<file path="config.mk">
export PLATFORM = sky130hd
export DESIGN_NAME = or_nway_pipe_flat
export DESIGN_NICKNAME = d
export VERILOG_FILES = /design/src/rtl/or_nway_pipe_if.sv /design/src/rtl/or_nway_pipe.sv /design/src/flat_wrapper.sv
export SDC_FILE = /design/constraint.sdc
export NUM_CORES = 1
export LEC_CHECK = 0
export CORE_UTILIZATION = 35
export DETAILED_ROUTE_END_ITERATION = 12
export GPL_ROUTABILITY_DRIVEN = 0
export PLACE_DENSITY = 0.55
export SYNTH_ARGS = -nofsm -noshare
export SYNTH_HDL_FRONTEND = slang
export SYNTH_SLANG_ARGS = --single-unit
</file>
<file path="constraint.sdc">
create_clock -name clk -period 1.7 [get_ports clk]
set_clock_uncertainty 0.05 [all_clocks]
set_input_delay 0.51 -clock clk [delete_from_list [all_inputs] [get_ports clk]]
set_output_delay 0.51 -clock clk [all_outputs]
set_load 0.005 [all_outputs]
</file>
<file path="src/rtl/or_nway_pipe_if.sv">
// ---------------------------------------------------------------------------
// or_nway_pipe_if
//   Handshake bundle for the N-way reduction unit.
//   master : producer/consumer side (drives the input beat, out_ready, clear)
//   slave  : the reduction unit itself
//   Signals:
//     in_valid / in_ready   input beat handshake
//     a [WIDTH]             word to reduce
//     op [2]                00 OR, 01 AND, 10 XOR, 11 NOR
//     out_valid / out_ready output beat handshake
//     out                   reduction result
//     sticky                set once any transferred result was 1
//     clear                 synchronous clear of sticky
// ---------------------------------------------------------------------------
interface or_nway_pipe_if #(
  parameter int WIDTH = 16
);
  logic             in_valid;
  logic             in_ready;
  logic [WIDTH-1:0] a;
  logic [1:0]       op;
  logic             out_valid;
  logic             out_ready;
  logic             out;
  logic             sticky;
  logic             clear;

  modport master (
    output in_valid, a, op, out_ready, clear,
    input  in_ready, out_valid, out, sticky
  );

  modport slave (
    input  in_valid, a, op, out_ready, clear,
    output in_ready, out_valid, out, sticky
  );
endinterface

</file>
<file path="src/rtl/or_nway_pipe.sv">
// ---------------------------------------------------------------------------
// or_nway_pipe
//   Pipelined N-way reduction of a WIDTH-bit word to one bit. The operation
//   (OR/AND/XOR/NOR) is chosen per beat and travels down the pipe with its
//   data, so mixed ops may be in flight. A sticky flag remembers whether any
//   transferred result was 1.
//   Parameters:
//     WIDTH  word width, 2..64; tree depth L = clog2(WIDTH)
//     PIPE   1: register after every tree level (latency L)
//            0: whole tree combinational, one output register (latency 1)
//   Ports:
//     clk    rising-edge clock
//     rst_n  asynchronous active-low reset (control state only)
//     bus    or_nway_pipe_if slave modport
// ---------------------------------------------------------------------------
module or_nway_pipe #(
  parameter int WIDTH = 16,
  parameter bit PIPE  = 1'b1
) (
  input  logic          clk,
  input  logic          rst_n,
  or_nway_pipe_if.slave bus
);

  localparam int L   = $clog2(WIDTH);
  localparam int N   = 1 << L;
  localparam int S   = PIPE ? L : 1;
  localparam int LPS = PIPE ? 1 : L;  // tree levels evaluated inside one stage

  localparam logic [1:0] OP_OR  = 2'b00;
  localparam logic [1:0] OP_AND = 2'b01;
  localparam logic [1:0] OP_XOR = 2'b10;
  localparam logic [1:0] OP_NOR = 2'b11;

  // Unused leaves take the identity of the op so they cannot affect the result.
  function automatic logic [N-1:0] pad(input logic [WIDTH-1:0] v, input logic [1:0] opc);
    logic [N-1:0] r;
    r = {N{opc == OP_AND}};
    r[WIDTH-1:0] = v;
    return r;
  endfunction

  // One tree level: pairs (2i, 2i+1) fold into bit i; upper half becomes 0.
  // NOR folds as OR; the inversion happens only at the last stage.
  function automatic logic [N-1:0] lvl(input logic [N-1:0] v, input logic [1:0] opc);
    logic [N-1:0] r;
    r = '0;
    for (int i = 0; i < N / 2; i++) begin
      case (opc)
        OP_AND:  r[i] = v[2*i] & v[2*i+1];
        OP_XOR:  r[i] = v[2*i] ^ v[2*i+1];
        default: r[i] = v[2*i] | v[2*i+1];
      endcase
    end
    return r;
  endfunction

  function automatic logic [N-1:0] step(input logic [N-1:0] v, input logic [1:0] opc);
    logic [N-1:0] t;
    t = v;
    for (int j = 0; j < LPS; j++) t = lvl(t, opc);
    return t;
  endfunction

  function automatic logic fin(input logic [N-1:0] v, input logic [1:0] opc);
    logic [N-1:0] t;
    t = step(v, opc);
    return t[0] ^ (opc == OP_NOR);
  endfunction

  logic [S-1:0] vld_p;
  logic         out_q;
  logic         sticky_q;
  logic         stall;
  logic         adv;

  // The whole pipe freezes while the output beat waits; no bubble collapsing.
  assign stall         = vld_p[S-1] & ~bus.out_ready;
  assign adv           = ~stall;
  assign bus.in_ready  = adv;
  assign bus.out_valid = vld_p[S-1];
  assign bus.out       = out_q;
  assign bus.sticky    = sticky_q;

  always_ff @(posedge clk or negedge rst_n) begin
    if (!rst_n) begin
      vld_p <= '0;
    end else if (adv) begin
      vld_p <= (vld_p << 1) | S'(bus.in_valid);
    end
  end

  // Clear wins over a coincident set.
  always_ff @(posedge clk or negedge rst_n) begin
    if (!rst_n) begin
      sticky_q <= 1'b0;
    end else if (bus.clear) begin
      sticky_q <= 1'b0;
    end else if (vld_p[S-1] & bus.out_ready & out_q) begin
      sticky_q <= 1'b1;
    end
  end

  for (genvar k = 0; k < S; k++) begin : g_stg
    logic [N-1:0] din;
    logic [1:0]   oin;

    // stage k input: padded word for the first stage, previous register otherwise
    if (k == 0) begin : g_src
      assign din = pad(bus.a, bus.op);
      assign oin = bus.op;
    end else begin : g_src
      assign din = g_stg[k-1].g_reg.dat_p;
      assign oin = g_stg[k-1].g_reg.op_p;
    end

    if (k == S - 1) begin : g_out
      // stage k -> output register (final fold, NOR inversion)
      always_ff @(posedge clk or negedge rst_n) begin
        if (!rst_n) begin
          out_q <= 1'b0;
        end else if (adv) begin
          out_q <= fin(din, oin);
        end
      end
    end else begin : g_reg
      logic [N-1:0] dat_p;
      logic [1:0]   op_p;
      // stage k -> stage k+1 register (data not reset)
      always_ff @(posedge clk) begin
        if (adv) begin
          dat_p <= step(din, oin);
          op_p  <= oin;
        end
      end
    end
  end

endmodule

</file>
<file path="src/flat_wrapper.sv">
// flat-port wrapper written by rule: the top's interface ports become plain ports
module or_nway_pipe_flat 
#(
  parameter int WIDTH = 16,
  parameter bit PIPE  = 1'b1
)
  (clk, rst_n, bus_in_valid, bus_a, bus_op, bus_out_ready, bus_clear, bus_in_ready, bus_out_valid, bus_out, bus_sticky);
  or_nway_pipe_if #(.WIDTH(WIDTH)) bus_i ();
  input  logic clk;
  input  logic rst_n;
  input wire logic [$bits(bus_i.in_valid)-1:0] bus_in_valid;
  input wire logic [$bits(bus_i.a)-1:0] bus_a;
  input wire logic [$bits(bus_i.op)-1:0] bus_op;
  input wire logic [$bits(bus_i.out_ready)-1:0] bus_out_ready;
  input wire logic [$bits(bus_i.clear)-1:0] bus_clear;
  output wire logic [$bits(bus_i.in_ready)-1:0] bus_in_ready;
  output wire logic [$bits(bus_i.out_valid)-1:0] bus_out_valid;
  output wire logic [$bits(bus_i.out)-1:0] bus_out;
  output wire logic [$bits(bus_i.sticky)-1:0] bus_sticky;
  assign bus_i.in_valid = bus_in_valid;
  assign bus_i.a = bus_a;
  assign bus_i.op = bus_op;
  assign bus_i.out_ready = bus_out_ready;
  assign bus_i.clear = bus_clear;
  assign bus_in_ready = bus_i.in_ready;
  assign bus_out_valid = bus_i.out_valid;
  assign bus_out = bus_i.out;
  assign bus_sticky = bus_i.sticky;
  or_nway_pipe #(.WIDTH(WIDTH), .PIPE(PIPE)) u_core (.clk(clk), .rst_n(rst_n), .bus(bus_i));
endmodule
</file>
==> results of run 1 <==
## per-layer routing
| metal | part of all wire | track usage |
|---|---|---|
| met2 | 0.57 | 0.224 |
| met1 | 0.38 | 0.118 |
| met4 | 0.022 | 0.0632 |
| met3 | 0.031 | 0.0239 |
| met5 | 0 | 0 |
## cells in the mapped netlist, types with 2 or more instances
master	number	share of area
a21oi_1	14	0.041
a221oi_1	15	0.078
a31oi_1	2	0.0074
buf_2	2	0.0059
clkbuf_1	3	0.0067
dfrtp_1	6	0.089
edfxtp_1	20	0.36
ha_1	39	0.29
inv_1	38	0.084
mux2_2	3	0.020
nand2b_1	2	0.0074
nor2_1	2	0.0044
## layout make-up
cell class,count,area [um2]
clock buffer,4,66.3
multi-input combinational,80,858
sequential,26,751
tap,52,65.1
fill,408,2240
timing repair buffer,39,380
inverter,38,143
## logic make-up (layout without fill, tap and decap cells)
group	count (synthesis)	after routing	synth area share
adders and majority gates	39	39	0.289
buffers and inverters	43	81	0.0970
muxes	3	3	0.0200
DFF	26	26	0.444
and+or+nand+nor	6	6	0.0207
AOI/OAI and AO/OA	32	32	0.130
## power by group
group          internal (W)  switching, W  leakage [nW]
logic              0.000457      0.000427         0.881
registers          0.000965      0.000116         0.271
clock network      0.000256      0.000191        0.0339
total               0.00168      0.000734          1.19
## timing repair
action / 4_1_cts / 5_1_grt
gates resized for setup: 11 / 20
pin swaps: 0 / 5
hold buffers: 0 / 0
buffers inserted: 3 / 3
setup endpoints to repair: 14 / 10
gates cloned: 0 / 0
## per-stage QoR
| stage | power, W | setup TNS, ps | hold WS (ps) | instance area (um2) | std cells |
|---|---|---|---|---|---|
| after CTS | 0.00242 | 0 | 419 | 2160 | 236 |
| after global placement | 0.00185 | -8430 | 391 | 2050 | 229 |
| after detailed placement | 0.00191 | -8930 | 399 | 2050 | 229 |
| final | 0.00241 | 0 | 414 | 2260 | 239 |
| after floorplan | 0.00159 | 0 | 164 | 1690 | 149 |
| after global routing | 0.00261 | -13.5 | 432 | 2260 | 239 |
## worst max-delay path, delay by kind of cell
family	cells	cell delay (ps)
buffers and inverters	2	530
adder cells (fa/ha/maj)	1	300
AO/OA/AOI/OAI	2	310
## registers in the layout, indices dropped and copies added (netlist names)
signal and flops:
u_core.bus.out 1, u_core.g_stg.g_reg.op_p 6, u_core.vld_p 4, u_core.bus.sticky 1, u_core.g_stg.g_reg.dat_p 14
## worst paths after layout
path                            slack, ps  cells past startpoint                             end                           from
worst max-delay path                   20                      5  u_core.g_stg[0].g_reg.dat_p[0]                       bus_a[0]
worst min-delay path                  410                      1                 u_core.vld_p[3]                u_core.vld_p[2]
worst max register to register        150                      5                  u_core.bus.out  u_core.g_stg[2].g_reg.op_p[0]
worst min register to register        410                      1                 u_core.vld_p[3]                u_core.vld_p[2]
max in group asynchronous             980                      1                 u_core.vld_p[0]                          rst_n
min in group asynchronous             420                      1               u_core.bus.sticky                          rst_n
==> impl_metrics.csv, run 1 <==
group,metric,value,unit
status,outcome,"finished, final reports clean",
place,io_buffers,26,
power,irDropWorstVdd,366,uV
worst_setup_path,crit_arrival,1650,ps
floorplanning,rows,24,
yosys,synth_area,1690,um2
worst_setup_path,cp_slowest_cell,"clkdlybuf4s50_1",
flow_run,drv_cap,0,
global_route,antenna_found_initial,0,
yosys,synth_ff_type,"edfxtp_1",
yosys,synth_cell_type_count,15,
worst_setup_path,cp.required,1670,ps
global_route,grt_usage,0.117,
worst_setup_path,critical_path_class,"in -> reg",
global_route,grt_pass1_vias,1140,
power,p_leak,1.19,nW
yosys,postSynthCellCount,149,
place,dpl.hpwl,2.08,mm
yosys,synth_nets,211,
yosys,avgSynthCellArea,11.3,um2
clocking,htreeDepth,1,
yosys,yosysSeqAreaShare,0.444,
cells_and_area,drive_gt1_frac,0.182,
cells_and_area,final_cell_mix,"inv_1, ha_1, edfxtp_1",
worst_setup_path,cp_max_fo,2,
timing,fmax,595,MHz
route,drt_iter0_drc,16,
place,place_ws,-516,ps
floorplanning,ioPinCount,27,
yosys,synth-async-reset-ratio,0.231,
timing,max_slew_margin,0.787,
route,dr.pass1.iters,4,
route,ant_nets,0,
worst_setup_path,cp-start-kind,"input pin",
cells_and_area,fin_nets,250,
global_route,grt_overflow_total,0,
floorplanning,die_y,71.5,um
clocking,cts_made_buffers,3,
timing,post-route-min-period,1680,ps
worst_setup_path,critPathMaxStageDelay,480,ps
worst_hold_path,holdCritPathClass,"reg -> reg",
timing,period_share,0.989,
timing,finalMaxSlewViolations,0,
clocking,cts_num_sinks,26,
timing,hold_violations,0,
worst_setup_path,endpoint_kind,"register",
cells_and_area,syn_to_final_growth,33.9,%
floorplanning,coreArea,4500,um2
yosys,yosysWarnings,0,
power,power_density,1070,nW/um2
cells_and_area,fin_util,0.503,
clocking,clockBufferDepth,2,
worst_setup_path,path_cells,"clkdlybuf4s50_1 -> inv_1 -> ha_1 -> a221oi_2 -> a21oi_1",
global_route,grt_pass1_wl,4.60,mm
floorplanning,start_util,0.375,
yosys,synth_edf_count,20,
global_route,grt_max_degree,27,
floorplanning,die-area,5110,um2
clocking,tritoncts,"done",
route,avgRoutedWirePerCell,11.9,um
clocking,clk_root_buffer_cell,"clkbuf_8",
route,routed_wl,2.85,mm
yosys,ys_seq_elements,26,
clocking,clkSlewWorstSetupHoldPaths,90,ps
timing,tightest_slew,319,ps
route,drc,0,
clocking,clock_latency,270,ps
timing,fin_ws,18.9,ps
timing,setup_viol,0,
cells_and_area,diodes,0,
route,vias_per_cell,4.90,
floorplanning,die_w,71.5,um
route,vias,1172,
Note: power is estimated with default switching activity, not from simulation.
==> run 2: changes to the inputs <==
--- a/config.mk
+++ b/config.mk
@@ -5,10 +5,10 @@
 export SDC_FILE = /design/constraint.sdc
 export NUM_CORES = 1
 export LEC_CHECK = 0
-export CORE_UTILIZATION = 35
+export CORE_UTILIZATION = 33
 export DETAILED_ROUTE_END_ITERATION = 12
 export GPL_ROUTABILITY_DRIVEN = 0
-export PLACE_DENSITY = 0.55
+export PLACE_DENSITY = 0.53
 export SYNTH_ARGS = -nofsm -noshare
 export SYNTH_HDL_FRONTEND = slang
 export SYNTH_SLANG_ARGS = --single-unit
==> impl_metrics.csv, run 2 (synthesis results as in run 1) <==
group,metric,value,unit
clocking,cts_made_buffers,3,
power,finalPower,0.00234,W
route,routed_wl,2.80,mm
floorplanning,coreArea,4820,um2
flow_run,drv_cap,0,
route,ant_nets,0,
power,p_leak,1.16,nW
clocking,cts_num_sinks,26,
timing,max_slew_margin,0.791,
cells_and_area,fin_nets,246,
worst_setup_path,cp-start-kind,"input pin",
cells_and_area,diodes,0,
global_route,antenna_found_initial,0,
place,io_buffers,26,
route,avgRoutedWirePerCell,11.2,um
timing,period_share,0.997,
route,dr.pass1.iters,4,
timing,rsz0062_at_grt,"yes",
place,dpl.hpwl,2.13,mm
floorplanning,ioPinCount,27,
timing,hold-worst-slack,419,ps
worst_setup_path,crit_arrival,1660,ps
worst_setup_path,cp_max_fo,2,
global_route,grt_overflow_total,0,
clocking,tritoncts,"done",
cells_and_area,fin_util,0.469,
worst_setup_path,cp.required,1670,ps
timing,finalMaxSlewViolations,0,
cells_and_area,regMostFlops,"u_core.g_stg.g_reg.dat_p",
floorplanning,die_w,73.6,um
cells_and_area,largest_reg_flops,14,
timing,setup_tns,0,ps
cells_and_area,mostFrequentLayoutCell,"inv_1",
worst_hold_path,holdCritPathClass,"in -> async",
cells_and_area,final_cell_mix,"inv_1, ha_1, edfxtp_1",
status,outcome,"finished, final reports clean",
clocking,clock_latency,270,ps
power,power_density,1040,nW/um2
timing,setup_viol,0,
floorplanning,die_y,73.6,um
timing,tightest_slew,313,ps
clocking,clkSlewWorstSetupHoldPaths,80,ps
cells_and_area,reg.largest.list,"u_core.g_stg.g_reg.dat_p (14), u_core.g_stg.g_reg.op_p (6), u_core.vld_p (4)",
cells_and_area,syn_to_final_growth,33.6,%
route,vias,1159,
clocking,clockBufferDepth,2,
timing,post-route-min-period,1690,ps
worst_setup_path,endpoint_kind,"register",
floorplanning,rows,25,
cells_and_area,drive_gt1_frac,0.164,
route,drc,0,
timing,fmax,590,MHz
worst_setup_path,critical_path_class,"in -> reg",
global_route,grt_pass1_wl,4.62,mm
global_route,grt_usage,0.114,
global_route,grt_pass1_vias,1143,
clocking,clk_root_buffer_cell,"clkbuf_8",
route,vias_per_cell,4.64,
floorplanning,die-area,5410,um2
timing,hold_violations,0,
floorplanning,start_util,0.351,
power,irDropWorstVdd,412,uV
route,drt_iter0_drc,35,
clocking,htreeDepth,1,
global_route,grt_max_degree,27,
==> run 2: changes by cell type in the layout (fill, tap and decap cells not counted), sizes merged <==
cell and delta:
clkdlybuf4s50 +1, dlygate4sd2 -1, buf -4
==> run 2: cell type report <==
cell class,count,area (um2)
fill,465,2560
multi-input combinational,80,871
sequential,26,751
timing repair buffer,35,355
inverter,38,143
tap,67,83.8
clock buffer,4,55.1
==> run 2: path summary, 6_finish.rpt <==
path,startpoint,to,slack (ps),cells past startpoint
worst min-delay path,rst_n,u_core.vld_p[1],420,1
max in group asynchronous,rst_n,u_core.vld_p[2],980,1
min in group clk,u_core.vld_p[2],u_core.vld_p[3],420,1
worst min register to register,u_core.vld_p[2],u_core.vld_p[3],420,1
worst max register to register,u_core.g_stg[2].g_reg.op_p[0],u_core.bus.out,180,5
worst max-delay path,bus_a[13],u_core.g_stg[0].g_reg.dat_p[6],5,5
==> run 2: worst max-delay path, stage by stage <==
cell,delay (ps)
clkdlybuf4s50_1,500
inv_1,60
ha_1,280
a221oi_2,240
a21oi_1,70
==> run 2: layer usage <==
| metal | global-route usage | up-vias | part of all wire |
|---|---|---|---|
| met1 | 0.110 | 547 | 0.39 |
| li1 | - | 580 | - |
| met5 | 0 | - | 0 |
| met2 | 0.228 | 27 | 0.56 |
| met3 | 0.0165 | 5 | 0.030 |
| met4 | 0.0577 | 0 | 0.023 |
==> run 2: what timing repair did <==
action                                  4_1_cts  5_1_grt
setup buffers                                 2        0
endpoints found under the setup margin       13       11
pin swaps                                     0        5
hold buffers                                  0        0
gates resized for setup                      12       18
==> run 2: report_power, final <==
part	internal [W]	total (W)	switching [W]
clock network	0.000207	0.000388	0.000181
logic	0.000453	0.000878	0.000425
registers	0.000965	0.00108	0.000113
==> run 2: stage by stage <==
step | std cells | worst slack (ps) | instance area (um2)
2_1_floorplan | 149 | 79.3 | 1690
3_3_place_gp | 244 | -456 | 2070
3_5_place_dp | 244 | -473 | 2070
4_1_cts | 250 | 3.18 | 2180
5_1_grt | 250 | -39.9 | 2260
6_report | 250 | 5.24 | 2260
